## src/rtl/set_bit_scanner.sv

```systemverilog
// Walks a loaded vector and streams the index of each set bit, one per handshake beat.
// Define SET_BIT_SCANNER_LSB_FIRST_EN for ascending (lowest-first) emission order.

module set_bit_scanner_lod #(
  parameter int unsigned DATA_WD   = 8,
  parameter int unsigned IND_WD    = $clog2(DATA_WD),
  parameter bit          LSB_FIRST = 1'b0
) (
  input  logic [DATA_WD-1:0] a_i,
  output logic [IND_WD-1:0]  idx_o
);

  // Later matches overwrite earlier ones, so the scan direction picks the winner.
  always_comb begin
    idx_o = '0;
    for (int unsigned i = 0; i < DATA_WD; i++) begin
      if (LSB_FIRST) begin
        if (a_i[DATA_WD-1-i]) idx_o = IND_WD'(DATA_WD-1-i);
      end else begin
        if (a_i[i]) idx_o = IND_WD'(i);
      end
    end
  end

endmodule

module set_bit_scanner #(
  parameter int unsigned DATA_WD = 8,
  parameter int unsigned IND_WD  = $clog2(DATA_WD)
) (
  input  logic               i_clk,
  input  logic               i_rst,
  input  logic [DATA_WD-1:0] i_a,
  input  logic               i_valid,
  output logic               o_ready,
  output logic [IND_WD-1:0]  o_index,
  output logic               o_valid,
  input  logic               i_ready,
  output logic               o_last,
  output logic               o_zero,
  input  logic               i_abort
);

`ifdef SET_BIT_SCANNER_LSB_FIRST_EN
  localparam bit LsbFirst = 1'b1;
`else
  localparam bit LsbFirst = 1'b0;
`endif

  typedef enum logic {
    IDLE,
    SCAN
  } state_e;

  state_e             state_q, state_d;
  logic [DATA_WD-1:0] mask_q, mask_d;
  logic               zero_q, zero_d;
  logic [IND_WD-1:0]  lod_idx;
  logic               single;

  set_bit_scanner_lod #(
    .DATA_WD   (DATA_WD),
    .IND_WD    (IND_WD),
    .LSB_FIRST (LsbFirst)
  ) u_lod (
    .a_i   (mask_q),
    .idx_o (lod_idx)
  );

  // Exactly one bit set: nonzero and clearing the lowest set bit leaves nothing.
  assign single = (mask_q != '0) && ((mask_q & (mask_q - DATA_WD'(1))) == '0);

  always_ff @(posedge i_clk or posedge i_rst) begin
    if (i_rst) begin
      state_q <= IDLE;
      mask_q  <= '0;
      zero_q  <= 1'b0;
    end else begin
      state_q <= state_d;
      mask_q  <= mask_d;
      zero_q  <= zero_d;
    end
  end

  always_comb begin
    state_d = state_q;
    mask_d  = mask_q;
    zero_d  = 1'b0;
    o_ready = 1'b0;
    o_valid = 1'b0;
    o_last  = 1'b0;
    o_index = lod_idx;
    o_zero  = zero_q;
    case (state_q)
      IDLE: begin
        o_ready = 1'b1;
        if (i_valid) begin
          if (i_a != '0) begin
            mask_d  = i_a;
            state_d = SCAN;
          end else begin
            zero_d = 1'b1;
          end
        end
      end
      SCAN: begin
        o_valid = 1'b1;
        o_last  = single;
        if (i_abort) begin
          state_d = IDLE;
          mask_d  = '0;
        end else if (i_ready) begin
          if (single) begin
            state_d = IDLE;
            mask_d  = '0;
          end else begin
            mask_d = mask_q & ~(DATA_WD'(1) << lod_idx);
          end
        end
      end
      default: begin
        state_d = IDLE;
        mask_d  = '0;
      end
    endcase
  end

endmodule

```

## config.mk

```make
export PLATFORM = sky130hd
export DESIGN_NAME = set_bit_scanner
export DESIGN_NICKNAME = d
export VERILOG_FILES = /design/src/rtl/set_bit_scanner.sv
export SDC_FILE = /design/constraint.sdc
export NUM_CORES = 1
export LEC_CHECK = 0
export ABC_CLOCK_PERIOD_IN_PS = 3300
export BUFFER_PORTS_ARGS = -buffer_cell sky130_fd_sc_hd__buf_2
export CAP_MARGIN = 25
export CORE_UTILIZATION = 50
export DETAILED_ROUTE_END_ITERATION = 12
export PLACE_DENSITY = 0.84
export SETUP_SLACK_MARGIN = 0.15
export SLEW_MARGIN = 20
export SYNTH_ARGS = -nofsm -noshare
export SYNTH_HDL_FRONTEND = slang
export SYNTH_SLANG_ARGS = --single-unit
export TNS_END_PERCENT = 20
```

## constraint.sdc

```tcl
create_clock -name i_clk -period 3.3 [get_ports i_clk]
set_input_delay 0.66 -clock i_clk [delete_from_list [all_inputs] [get_ports i_clk]]
set_output_delay 0.66 -clock i_clk [all_outputs]
set_load 0.005 [all_outputs]
```

### Word-level counts from Yosys, hierarchy flattened

Cells that the tools add are included.

* bits in read-only memories: 0
* input port bits: 13
* register bits: 10
* memories kept: 0
* output and inout port bits: 7
* word-level logic and storage cells: 42
* memory bits (writable): 0
* latch bits: 0

* shifts and indexed selects: 1
* $add $sub $neg: 1
* div/mod/pow operators: 0
* equal/unequal tests: 3
* bitwise logic cells: 4
* multiply operators: 0
* order comparisons: 0
* reduce and logical (&&, ||, !) cells: 5
* muxes and demuxes: 25

Operator list (count)
* 8-bit 2-to-1 mux: 5
* 8-bit bitwise AND: 2
* 8-bit case mux with 2 select lines: 1
* 8-bit nonzero test: 2
* 1-bit 2-to-1 mux: 12
* 3-bit 2-to-1 mux: 4
* 8-bit logical NOT: 1
* 8-bit NOT: 1
* 1-bit by 3-bit left shift with 8-bit output (first input constant): 1
* 8-bit by 1-bit subtractor with 8-bit output (second input constant): 1
* 2-bit 2-to-1 mux: 2
* 2-bit != test (second input constant): 2
* 3-bit != test (second input constant): 1
* 3-bit AND reduction: 1
* 1-bit case mux with 2 select lines: 1
* 1-bit logical AND: 1
* 1-bit NOT: 1

### Logic depth before layout (Yosys ltp)

Gate-level depths: netlist of the first run.

* word-level depth: 14
* gate-level depth with buffers: 7
* gate-level depth less buffers: 5

### Modules after synthesis

A second synthesis of the first run with hierarchy kept.

* cell total of the unflattened synthesis: 89
* area, all modules: 698.2 µm²

By module, submodules not included
* set_bit_scanner: area each 653.1 µm², cells an instance 79, instances 1
* set_bit_scanner_lod: area each 45.0 µm², cells an instance 10, instances 1

### Worst setup path after synthesis of the first run

OpenSTA, ideal clock, no wires.

* path type: reg2out
* start: register mask_q[3]
* end: output port o_last
* path slack: 1035 ps
* arrival: 1605 ps
* cell stages (with the launch flop): 7
* required time: 2640 ps
* cell sequence: dfrtp_1 buf_6 or4_4 xor2_1 a21oi_1 o31ai_1 and3_1

* longest elaborated chain between the ends: 5
* elaborated cells on any way between the ends: 6

Ends and longest elaborated chain
* from (decl): RTL line 56 `logic [DATA_WD-1:0] mask_q, mask_d;`
* from (signal assigned): RTL line 80 `mask_q <= mask_d;`
* 8-bit by 1-bit subtractor with 8-bit output: RTL line 71 `assign single = (mask_q != '0) && ((mask_q & (mask_q - DATA_WD'(1))) == '0);`
* 8-bit bitwise AND: RTL line 71
* 8-bit logical NOT: RTL line 71
* 1-bit logical AND (*): RTL line 71
* 1-bit 2-to-1 mux (*): RTL line 94 `case (state_q)`
* to (decl): RTL line 39 `output logic o_last,`

Mark *: on every way between the ends. The rest lies on a longest branch, timed or not.

### Final worst setup path of the first run

Same ends and word-level chain as after synthesis.

==> qor.txt, run 1 <==
Placed cell areas -> 758 µm²
Clock root cell -> clkbuf_4
Fin util -> 67.0%
CP Cell Sequence -> or4_4 -> xor2_1 -> a21oi_1 -> o31ai_1 -> and3_1 -> buf_2
FF-to-FF Start -> mask_q[3]
N_diodes -> 0
Worst Setup End Kind -> output pin
IO Pins -> 20
CTS sink cnt -> 10
Synth Area per Inst -> 8.51 µm²
Vias -> 664
Initial antenna violation count -> 0
Worst-path clk slew -> 0.07 ns
Die W -> 38.9 µm
Syn Nets -> 93
Final instance area -> 795 µm²
Post-CTS resize count -> 0
Core area -> 1190 µm²
Worst slew pin tran -> 0.491 ns
Post-Synth XOR/XNOR Area -> 1.29%
Starting Density -> 57.4%
Post-route total power -> 0.783 mW
Synth warn -> 0
Crit path kind -> reg2out
Prevailing post-synth register cell -> dfrtp_1
DIE HEIGHT -> 38.9 µm
Post-Synthesis Cells -> 80
Setup TNS -> 0 ns
Register area share after synthesis -> 36.8%
Clock Path Buffers -> 2
Mux cell area share after synthesis -> 0%
Crit path max-delay cell type -> or4_4
Critical Path Max Stage Delay -> 0.56 ns
Largest area contributor in the netlist -> dfrtp_1
Final Max Tran Viols -> 0
Ys async rst share -> 100%
Area contributors post-synth -> dfrtp_1 37%, a22o_1 7.7%, o21ai_0 6.6%, nor2_1 3.9%, buf_6 3.3%
Worst path top cell family by delay -> simple AND/OR/NAND/NOR gates
Worst-path maximum fanout -> 10
First-pass GRT wire length -> 2.48 mm
Setup Viol. Count Final -> 0
Power per cell area -> 985 nW/µm²
Worst Hold Class -> in2async
Hold buffers post-CTS -> 0
Total of max-cap violations -> 0
CP arrival -> 2.12 ns
WL final -> 1.59 mm
Vias in the first global route -> 563
Tcrit/Tclk final -> 84.1%
Synth top area share -> 36.8%
CTS tree -> yes
#FFs+latches synth -> 10
Min cycle time layout -> 2.78 ns
Clock Skews -> 0.00167 ns
Synth Area in Adders -> 1.47%
Die area -> 1510 µm²
Hold Fails Final Rpt -> 0
Post-Synth Simple-Gate Area -> 23.2%
Via/cell ratio -> 5.98
Worst hold slack -> 0.356 ns
Critical path buffers and inverters -> 1
Post-CTS Setup Inserts -> 0
GRT Residual Overflow -> 0
Lkg Pwr -> 0.380 nW
Dpl hpwl -> 1.20 mm
Share of cells above drive strength 1 -> 28.9%
ANT nets after route -> 0
H-tree lvl count -> 1
Drt wl/cell -> 14.4 µm
Num rows -> 12
Status -> finished clean
Setup crit start -> mask_q[3]
PortBufs -> 19
Maximum vdd drop -> 0.456 mV
Max frequency -> 360 MHz
Worst setup SP type -> flop
GRT Overall Usage -> 24.8%
Relative slew slack -> 66.9%
Worst-skew pair later-pin latency -> 0.27 ns
Critical Path RT -> 2.64 ns
CTS buffer count -> 3
Drt drc -> 0
Starting DRT DRC Count -> 18
Post-Synthesis Cell Area -> 681 µm²
Compound-gate portion of the synthesized area -> 28.3%
Pin count of the biggest net entering global routing -> 11
Distinct cells, synth -> 30
Largest family of logic cells by synthesized area -> compound AO/OA/AOI/OAI gates
Pre-antenna DRT Iters -> 4
Synth-to-layout area growth -> 16.7%
Gpl congestion -> 0.920
Post-synth EDFFs -> 0
Post-layout net count -> 111
RSZ-0062 raised after global routing -> no
==> synthesized netlist by cell type, types with 2 or more instances <==
library cell,number
dfrtp_1,10
o21ai_0,9
nor2_1,7
a22o_1,6
inv_1,5
clkbuf_1,4
nor3_1,4
a21oi_1,3
nand2_1,3
nor2b_1,3
nor4_1,3
and3_1,2
buf_6,2
nand2b_1,2
o31ai_1,2
==> worst reg2reg max path, stage by stage (launching register included) <==
cell      delay (ns)
dfrtp_1         0.48
or4_4           0.56
a211oi_2        0.25
a211o_2         0.15
nand2_1         0.05
a221o_1         0.30
==> final cells by class <==
class	count	area, µm²
sequential	10	250
clock buffer	4	36.3
tap	14	17.5
timing repair buffer	20	103
inverter	5	18.8
fill	105	392
multi-input combinational	58	369
==> state kept, by name (all words and copies together), names as in the netlist <==
| register | count |
|---|---|
| mask_q | 8 |
| o_zero | 1 |
| state_q | 1 |
==> metal layers <==
metal / global-route usage (%) / part of all wire, % / up-vias
met3: 3.47 / 6.0 / 8
met5: 0 / 0 / -
met1: 35.1 / 47 / 296
li1: - / - / 327
met2: 35.8 / 44 / 33
met4: 12.9 / 2.1 / 0
==> path summary, 6_finish.rpt <==
kind	slack, ns	cells past startpoint	to
max in group asynchronous	2.66	2	state_q
hold / removal	0.36	2	mask_q[2]
setup / recovery	0.52	6	o_last
hold reg to reg	0.55	1	mask_q[0]
setup reg to reg	1.39	5	mask_q[3]
min in group i_clk	0.55	1	mask_q[0]
==> report_power, final <==
part	internal (mW)	leakage, nW	switching (mW)	total (mW)
clock network	0.0672	0.0210	0.0464	0.114
registers	0.172	0.128	0.0920	0.264
logic	0.197	0.231	0.209	0.405
==> metrics by stage <==
stage,cells,worst slack (ns)
final,111,0.524
after global placement,107,0.894
after CTS,111,0.534
after floorplan,80,1.03
after global routing,111,0.363
after detailed placement,107,0.837
==> cells in the final DEF, fill, tap and decap left out, types with 4 or more instances in the layout <==
cell type and n:
a22o_1 6, buf_2 19, dfrtp_1 10, inv_1 5
nor2_1 7, nor3_1 4, o21ai_0 9
==> cells by family (layout without fill, tap and decap cells) <==
| kind of cell | count (synthesis) | count (layout) |
|---|---|---|
| fa+ha+maj | 1 | 1 |
| xor+xnor | 1 | 1 |
| flops | 10 | 10 |
| buf+inv | 12 | 29 |
| compound gates | 27 | 27 |
| simple gates | 29 | 29 |
Power figures use the tool's default switching activity.
==> run 2, diff against run 1 <==
--- a/config.mk
+++ b/config.mk
@@ -5,12 +5,12 @@
 export SDC_FILE = /design/constraint.sdc
 export NUM_CORES = 1
 export LEC_CHECK = 0
-export ABC_CLOCK_PERIOD_IN_PS = 3300
+export ABC_CLOCK_PERIOD_IN_PS = 2300
 export BUFFER_PORTS_ARGS = -buffer_cell sky130_fd_sc_hd__buf_2
 export CAP_MARGIN = 25
-export CORE_UTILIZATION = 50
+export CORE_UTILIZATION = 44
 export DETAILED_ROUTE_END_ITERATION = 12
-export PLACE_DENSITY = 0.84
+export PLACE_DENSITY = 0.78
 export SETUP_SLACK_MARGIN = 0.15
 export SLEW_MARGIN = 20
 export SYNTH_ARGS = -nofsm -noshare
==> constraint.sdc (replaced) <==
create_clock -name i_clk -period 2.3 [get_ports i_clk]
set_input_delay 0.46 -clock i_clk [delete_from_list [all_inputs] [get_ports i_clk]]
set_output_delay 0.46 -clock i_clk [all_outputs]
set_load 0.005 [all_outputs]
==> qor.txt, run 2 (synthesized netlist as in run 1, its figures left out) <==
Worst-path clk slew -> 0.07 ns
Crit path kind -> reg2out
RSZ-0062 raised after global routing -> yes
Hold Fails Final Rpt -> 0
Setup TNS -> -0.155 ns
N_diodes -> 0
Worst-path maximum fanout -> 4
Largest register by flop count -> mask_q
ANT nets after route -> 0
Worst path top cell family by delay -> simple AND/OR/NAND/NOR gates
Fin worst setup slack -> -0.155 ns
Most common cell after layout, fill and taps aside -> buf_2
Maximum vdd drop -> 0.879 mV
Post-layout net count -> 116
Synth-to-layout area growth -> 23.3%
Min cycle time layout -> 2.45 ns
CTS tree -> yes
IO Pins -> 20
Core area -> 1370 µm²
Met2 WL -> 777 µm
Num rows -> 13
First-pass GRT wire length -> 2.43 mm
Worst slack, placed -> 0.0641 ns
M1 wire length -> 778 µm
Relative slew slack -> 69.0%
Die area -> 1710 µm²
Pin count of the biggest net entering global routing -> 11
Clock root cell -> clkbuf_4
DIE HEIGHT -> 41.3 µm
Vias -> 698
Tcrit/Tclk final -> 107%
Power per cell area -> 1450 nW/µm²
Total of max-cap violations -> 0
Setup Viol. Count Final -> 1
CP arrival -> 1.99 ns
Critical path buffers and inverters -> 1
Worst Hold Class -> in2async
Worst hold slack -> 0.158 ns
Share of cells above drive strength 1 -> 34.3%
Starting Density -> 49.8%
Worst slew pin tran -> 0.460 ns
Lkg Pwr -> 0.406 nW
Starting DRT DRC Count -> 13
Gpl congestion -> 0.860
Max FFs per register -> 8
Clock Skews -> 0.00413 ns
Most frequent cells in the layout -> 19 x buf_2, 9 x o21ai_0, 9 x dfrtp_1
Via/cell ratio -> 5.97
GRT Overall Usage -> 22.9%
GRT Residual Overflow -> 0
Highest routed layer -> met4
Worst-skew pair later-pin latency -> 0.27 ns
Vias in the first global route -> 568
Metal3 WL -> 96 µm
Crit path max-delay cell type -> or4_4
Critical Path Max Stage Delay -> 0.57 ns
CTS sink cnt -> 10
WL final -> 1.68 mm
Worst Setup End Kind -> output pin
Max frequency -> 407 MHz
Critical Path RT -> 1.84 ns
Worst setup SP type -> flop
Final Max Tran Viols -> 0
CTS buffer count -> 3
Initial antenna violation count -> 0
Pre-antenna DRT Iters -> 4
PortBufs -> 19
Failing checks -> negative setup slack
H-tree lvl count -> 1
Clock Path Buffers -> 2
Drt wl/cell -> 14.4 µm
Die W -> 41.3 µm
Dpl hpwl -> 1.24 mm
Drt drc -> 0
Status -> finished, violations left
CP Cell Sequence -> or4_4 -> xor2_1 -> a21oi_1 -> o31ai_2 -> and3_1 -> buf_2
-- run 2: changes by cell type in the layout (fill, tap and decap cells not counted) --
| cell | change |
|---|---|
| o31ai_2 | +1 |
| dfrtp_1 | -1 |
| buf_4 | +5 |
| o31ai_1 | -1 |
| dfrtp_2 | +1 |
-- run 2: per-stage QoR --
stage / utilization (%) / area, µm² / power [mW] / std cells
final: 61.4 / 840 / 1.22 / 117
after global routing: 61.4 / 840 / 1.30 / 117
after detailed placement: 57.2 / 782 / 0.988 / 111
after floorplan: - / 681 / 0.820 / 80
after CTS: 61.4 / 838 / 1.21 / 117
after global placement: 57.2 / 782 / 0.976 / 111
-- run 2: final timing paths --
check,start,end,slack [ns],cells past startpoint
worst max-delay path,mask_q[3],o_last,-0.15,6
worst min-delay path,i_rst,mask_q[5],0.16,2
worst max register to register,mask_q[3],mask_q[3],0.47,5
worst min register to register,mask_q[0],mask_q[0],0.54,1
max in group asynchronous,i_rst,mask_q[6],1.83,2
min in group i_clk,i_ready,state_q,0.39,2
-- run 2: routing by layer --
metal	vias up	track usage, %
met5	-	0
met4	0	9.68
met3	5	3.19
met2	33	35.9
met1	320	31.2
li1	340	-
-- run 2: power by group --
part	leakage (nW)	switching [mW]	total [mW]	internal (mW)
sequential	0.127	0.102	0.351	0.249
clock	0.0210	0.0678	0.164	0.0962
combinational	0.259	0.355	0.701	0.346
total	0.406	0.524	1.22	0.691
-- run 2: layout make-up --
type | count | area, µm²
fill | 129 | 527
multi-input combinational | 58 | 374
sequential | 10 | 251
timing repair buffer | 25 | 140
clock buffer | 4 | 36.3
inverter | 5 | 18.8
tap | 15 | 18.8
-- run 2: what timing repair did --
item	4_1_cts	5_1_grt
endpoints found under the setup margin	1	2
hold buffers	0	0
pin swaps	4	3
setup buffers	2	0
gates resized for setup	1	1
-- run 2: worst register-to-register path, delay by kind of cell (launching register included) --
kind,cells,cell delay (ns)
compound gates,3,0.71
flops,1,0.38
simple gates,2,0.62
